--- src/rtl/op_seq_pkg.sv ---
// Shared types for the element-wise operation sequencer.
package op_seq_pkg;

    localparam int unsigned OPCODE_W = 2;
    localparam int unsigned STATE_W  = 2;

    typedef enum logic [OPCODE_W-1:0] {
        OP_ADD = 2'd0,
        OP_SUB = 2'd1,
        OP_AND = 2'd2,
        OP_XOR = 2'd3
    } opcode_e;

    typedef enum logic [STATE_W-1:0] {
        S_IDLE  = 2'd0,
        S_RUN   = 2'd1,
        S_DRAIN = 2'd2,
        S_DONE  = 2'd3
    } state_e;

endpackage

--- src/rtl/op_sequencer_alu.sv ---
// Combinational element operation: wrapping ADD/SUB, bitwise AND/XOR.
module op_alu
    import op_seq_pkg::*;
#(
    parameter int unsigned MEM_WIDTH = 32
) (
    input  opcode_e                opcode,
    input  logic [MEM_WIDTH-1:0]   a,
    input  logic [MEM_WIDTH-1:0]   b,
    output logic [MEM_WIDTH-1:0]   y
);

    always_comb begin
        y = '0;
        unique case (opcode)
            OP_ADD: y = a + b;
            OP_SUB: y = a - b;
            OP_AND: y = a & b;
            OP_XOR: y = a ^ b;
        endcase
    end

endmodule

--- src/rtl/op_sequencer.sv ---
// Walks base..base+count-1 (wrapping), computes one result per element and
// issues back-pressured writes, pulsing done_o once the last write is taken.
module op_sequencer
    import op_seq_pkg::*;
#(
    parameter  int unsigned MEM_DEPTH = 8,
    parameter  int unsigned MEM_WIDTH = 32,
    localparam int unsigned AW        = $clog2(MEM_DEPTH),
    localparam int unsigned CW        = AW + 1
) (
    input  logic                  clk_i,
    input  logic                  rst_ni,
    input  logic                  start_i,
    input  logic [AW-1:0]         base_addr_i,
    input  logic [CW-1:0]         count_i,
    input  logic [OPCODE_W-1:0]   opcode_i,
    output logic [AW-1:0]         operand1_addr_o,
    output logic [AW-1:0]         operand2_addr_o,
    input  logic [MEM_WIDTH-1:0]  operand1_i,
    input  logic [MEM_WIDTH-1:0]  operand2_i,
    output logic                  result_we_o,
    output logic [AW-1:0]         result_addr_o,
    output logic [MEM_WIDTH-1:0]  result_o,
    input  logic                  result_ready_i,
    output logic                  busy_o,
    output logic                  done_o,
    output logic                  err_o
);

    state_e                state_q, state_d;
    opcode_e               opcode_q, opcode_d;
    logic [CW-1:0]         count_q, count_d;
    logic [CW-1:0]         idx_q, idx_d;
    logic [AW-1:0]         addr_d;
    logic                  we_d, busy_d, done_d, err_d;
    logic [AW-1:0]         raddr_d;
    logic [MEM_WIDTH-1:0]  result_d;
    logic [MEM_WIDTH-1:0]  alu_y;
    logic                  count_ok_c;
    logic                  advance_c;
    logic                  last_c;

    op_alu #(.MEM_WIDTH(MEM_WIDTH)) u_alu (
        .opcode (opcode_q),
        .a      (operand1_i),
        .b      (operand2_i),
        .y      (alu_y)
    );

    assign count_ok_c = (count_i != '0) && (count_i <= CW'(MEM_DEPTH));
    assign advance_c  = !result_we_o || result_ready_i;
    assign last_c     = (idx_q == (count_q - CW'(1)));

    // Next-state and next-output logic; every register holds unless updated.
    always_comb begin
        state_d  = state_q;
        opcode_d = opcode_q;
        count_d  = count_q;
        idx_d    = idx_q;
        addr_d   = operand1_addr_o;
        we_d     = result_we_o;
        raddr_d  = result_addr_o;
        result_d = result_o;
        busy_d   = busy_o;
        err_d    = err_o;
        done_d   = 1'b0;

        unique case (state_q)
            S_IDLE: begin
                addr_d = '0;
                if (start_i) begin
                    busy_d = 1'b1;
                    if (count_ok_c) begin
                        opcode_d = opcode_e'(opcode_i);
                        count_d  = count_i;
                        idx_d    = '0;
                        addr_d   = base_addr_i;
                        err_d    = 1'b0;
                        state_d  = S_RUN;
                    end else begin
                        err_d   = 1'b1;
                        done_d  = 1'b1;
                        state_d = S_DONE;
                    end
                end
            end
            S_RUN: begin
                if (advance_c) begin
                    result_d = alu_y;
                    raddr_d  = operand1_addr_o;
                    we_d     = 1'b1;
                    if (last_c) begin
                        addr_d  = '0;
                        state_d = S_DRAIN;
                    end else begin
                        idx_d  = idx_q + CW'(1);
                        addr_d = operand1_addr_o + AW'(1);
                    end
                end
            end
            S_DRAIN: begin
                if (result_we_o && result_ready_i) begin
                    we_d    = 1'b0;
                    done_d  = 1'b1;
                    state_d = S_DONE;
                end
            end
            S_DONE: begin
                busy_d  = 1'b0;
                state_d = S_IDLE;
            end
        endcase
    end

    always_ff @(posedge clk_i or negedge rst_ni) begin
        if (!rst_ni) begin
            state_q         <= S_IDLE;
            opcode_q        <= OP_ADD;
            count_q         <= '0;
            idx_q           <= '0;
            operand1_addr_o <= '0;
            result_we_o     <= 1'b0;
            result_addr_o   <= '0;
            result_o        <= '0;
            busy_o          <= 1'b0;
            done_o          <= 1'b0;
            err_o           <= 1'b0;
        end else begin
            state_q         <= state_d;
            opcode_q        <= opcode_d;
            count_q         <= count_d;
            idx_q           <= idx_d;
            operand1_addr_o <= addr_d;
            result_we_o     <= we_d;
            result_addr_o   <= raddr_d;
            result_o        <= result_d;
            busy_o          <= busy_d;
            done_o          <= done_d;
            err_o           <= err_d;
        end
    end

    // Both operand memories are always read at the same element address.
    assign operand2_addr_o = operand1_addr_o;

endmodule
--- config.mk ---
export PLATFORM = sky130hd
export DESIGN_NAME = op_sequencer
export DESIGN_NICKNAME = d
export VERILOG_FILES = /design/src/rtl/op_seq_pkg.sv /design/src/rtl/op_sequencer_alu.sv /design/src/rtl/op_sequencer.sv
export SDC_FILE = /design/constraint.sdc
export NUM_CORES = 1
export LEC_CHECK = 0
export ABC_AREA = 1
export CORE_ASPECT_RATIO = 1.5
export CORE_MARGIN = 3
export CORE_UTILIZATION = 50
export CTS_BUF_LIST = sky130_fd_sc_hd__clkbuf_4
export CTS_CLUSTER_SIZE = 25
export DETAILED_ROUTE_END_ITERATION = 8
export PLACE_DENSITY = 0.76
export SKIP_CTS_REPAIR_TIMING = 1
export SLEW_MARGIN = 40
export SYNTH_ARGS = -nofsm -noshare
export SYNTH_HDL_FRONTEND = slang
export SYNTH_SLANG_ARGS = --single-unit
--- constraint.sdc ---
create_clock -name clk_i -period 2.38 [get_ports clk_i]
set_input_delay 0.238 -clock clk_i [delete_from_list [all_inputs] [get_ports clk_i]]
set_output_delay 0.238 -clock clk_i [all_outputs]
set_load 0.05 [all_outputs]
==> results <==
## area by class of cell
cell class | instances | area share [%]
Clock inverter | 3 | 0.285
Sequential cell | 54 | 13.4
Multi-Input combinational cell | 817 | 54.2
Timing Repair Buffer | 279 | 24.8
Clock buffer | 5 | 0.371
Tap cell | 156 | 1.93
Inverter | 129 | 5.04
Antenna cell | 1 | 0.0247
## where the power goes
group	internal [mW]	total, mW	switching (mW)	leakage (nW)
clock	0.130	0.526	0.396	0.0377
sequential	1.37	1.68	0.312	0.630
combinational	4.49	11.3	6.80	4.32
total	5.99	13.5	7.51	4.99
## Yosys cell counts, types with 2 or more instances
| master | number | area [um2] |
|---|---|---|
| o21ai_2 | 4 | 35.0 |
| xor2_1 | 20 | 175 |
| nand2_2 | 7 | 43.8 |
| xnor2_1 | 17 | 149 |
| o21a_1 | 3 | 22.5 |
| inv_2 | 6 | 22.5 |
| a31oi_1 | 49 | 307 |
| buf_1 | 2 | 7.51 |
| buf_2 | 7 | 35.0 |
| o21ai_0 | 22 | 110 |
| nor2_2 | 2 | 12.5 |
| or2_2 | 12 | 75.1 |
| or2_1 | 5 | 31.3 |
| nor3_1 | 12 | 60.1 |
| ha_1 | 71 | 888 |
| buf_4 | 3 | 22.5 |
| nand4_1 | 8 | 50.1 |
| a21oi_1 | 54 | 270 |
| nand3_1 | 82 | 410 |
| nand2_1 | 295 | 1110 |
| dfrtp_1 | 54 | 1350 |
| nor2_4 | 3 | 33.8 |
| a21o_1 | 2 | 15.0 |
| o31ai_1 | 2 | 15.0 |
| nor2_1 | 122 | 458 |
| clkbuf_1 | 17 | 63.8 |
| nand3b_1 | 9 | 67.6 |
| o21bai_1 | 4 | 30.0 |
| inv_1 | 122 | 458 |
## worst paths after layout
path                                              start                      endpoint  slack [ps]  cells after the start
min in group clk_i                        operand2_i[2]       result_o[2]$_DFFE_PN0P_         340                      4
hold / removal                                   rst_ni      result_o[11]$_DFFE_PN0P_         230                      2
max in group asynchronous                        rst_ni       opcode_q[1]$_DFFE_PN0P_        1440                      3
hold reg to reg            result_addr_o[1]$_DFFE_PN0P_  result_addr_o[1]$_DFFE_PN0P_         520                      2
setup / recovery                opcode_q[1]$_DFFE_PN0P_      result_o[17]$_DFFE_PN0P_        -350                     18
setup reg to reg                opcode_q[1]$_DFFE_PN0P_      result_o[17]$_DFFE_PN0P_        -350                     18
## cells by family (layout without fill, tap and decap cells)
kind of cell             after synthesis  in the layout  synth area share [%]
adder cells (fa/ha/maj)               72             72                  14.1
AO/OA/AOI/OAI                        146            146                  13.2
buffers and inverters                158            416                  9.49
other                                  0              1                     0
AND/OR/NAND/NOR                      562            562                  37.3
XOR/XNOR                              37             37                  5.02
flip-flops                            54             54                  20.9
## layer usage
metal	wire, um	global-route usage [%]	vias to the layer above
met5	0	0	-
met3	1170	3.17	116
li1	-	-	3870
met4	1520	16.8	0
met2	13400	58.9	312
met1	8710	32.9	3812
## worst max-delay path, cell delays in order (launching register included)
cell and delay, ps:
dfrtp_2 470, nor2_4 210, buf_4 150, buf_6 90
nor2_1 50, xor2_1 140, ha_1 400, nand2_1 110
nand2_2 60, buf_4 130, nand2_1 60, nand2_1 60
nand2_1 90, nand2_1 70, nand2_2 80, nand3_2 100
or2_1 230, nand3_1 90, a21oi_2 60
## stage by stage
| step | setup TNS [ps] | hold WS (ps) |
|---|---|---|
| finish | -6970 | 230 |
| CTS | -13120 | -307 |
| detailed placement | -26360 | 204 |
| floorplan | -751 | -57.6 |
| global route | -10470 | 278 |
| global placement | -25170 | 197 |
## placed cells by master (no fill, tap or decap), types with 10 or more instances in the layout
master	count
a31oi_1	49
o21ai_0	18
ha_4	12
nor2_1	86
inv_1	111
xnor2_1	16
buf_4	143
dfrtp_1	53
xor2_1	17
a21oi_2	26
nand2_1	227
nand3_2	10
nor2_4	11
nand2_2	54
ha_1	53
dlymetal6s2s_1	14
nand2_4	21
or2_2	10
nand3_1	70
a21oi_1	22
nor2_2	30
inv_2	12
clkdlybuf4s50_1	105
## sequential cells by signal (all words and copies together) (netlist names)
register	flops
operand1_addr_o	3
opcode_q	2
done_o	1
result_addr_o	3
idx_q	4
err_o	1
result_we_o	1
result_o	32
count_q	4
busy_o	1
state_q	2
==> results.md <==
* Placed Cells at 1412
* Finished Cell Area at 10100 um2
* Pre-CTS WS at -1290 ps
* Core Util, Final at 80.4%
* HP Class: input port to asynchronous set/reset pin
* Top FF cell, synth: dfrtp_1
* Max Root-Sink Buffers at 2
* CP endpoint kind: flip-flop
* Crit path max fanout at 5
* Leakage at between 4 and 5 nW
* MaxCap Viol Count at 0
* Overall power at 13.5 mW
* Placer congestion estimate at 0.989
* Post-synth cell types at 42
* IO Port Bufs at around 120
* Clk slew on worst S/H paths at 220 ps
* DRC viols at 0
* First-pass GRT wire length at 36.5 mm
* FF+latch area at 1350 um2
* Pins Over Slew Limit at 0
* Final Hold Fails at 0
* Avg WL per Cell at between 15 and 20 um
* Pin count of the biggest net entering global routing at 70
* Power Density at 1330 nW/um2
* Starting Density at 51.4%
* I/O pins at around 120
* Max IR drop VDD at 1.01 mV
* Fin cells at 1444
* Initial antenna violation count at 1
* Grt ovf at 0
* H-tree depth at 2
* Routed Wire Length at 24.8 mm
* Critical path arrival at a little over 3000 ps
* Vias in the first global route at 7729
* # clock sinks at 54
* Clk root buf: clkbuf_4
* Status: complete, but fails checks
* Failing checks: setup timing
* Via Count at 8110
* F_max at 367 MHz
* RSZ-0062 raised after global routing: true
* Worst skew pair latency at 440 ps
* Die width at 98.8 um
* Crit path time final at 2730 ps
* Final nets at around 1400
* Multi-input logic area at approximately 5500 um2
* Worst setup path category: flip-flop to flip-flop
* Gate count after technology mapping at 1029
* Ys Warns at 0
* Startpoint types: flip-flop
* Worst EP required at 2710 ps
* Layout cells sized above 1 at 31.4%
* Actual slew at the worst max-slew pin at 746 ps
* Post-Syn Area at 6460 um2
* Area grow syn2layout at 56.5%
* Placed cell area at around 9000 um2
* Yosys reg bits at between 50 and 60
* Worst slew margin at 50.2%
* Max Clock Skew at approximately 23 ps
* Die footprint at 14300 um2
* PnR worst setup slack at -348 ps
* Std cell rows at 50
* Post-route ant nets at 0
* HPWL after detailed placement at between 15 and 20 mm
* Core Footprint at roughly 13000 um2
* Final setup fails at 28
* Total GRT Usage at approximately 31%
* Number of vias per cell at 5.62
* Fill cells at 879
* Register area share after synthesis at 20.9%
* Syn nets at 1178
* Iteration-0 DRC Markers at between 400 and 500
* TritonCTS clock tree: done
* Post-synth EDFFs at 0
* TritonCTS Buffers at 5
* Async SR Flop Fraction at 100%
* Fin crit share at 115%
* Initial DRT Pass Iterations at 7
* Die Height at 145 um
* Average cell area after synthesis at 6.28 um2
(Power assumes the default switching activity.)
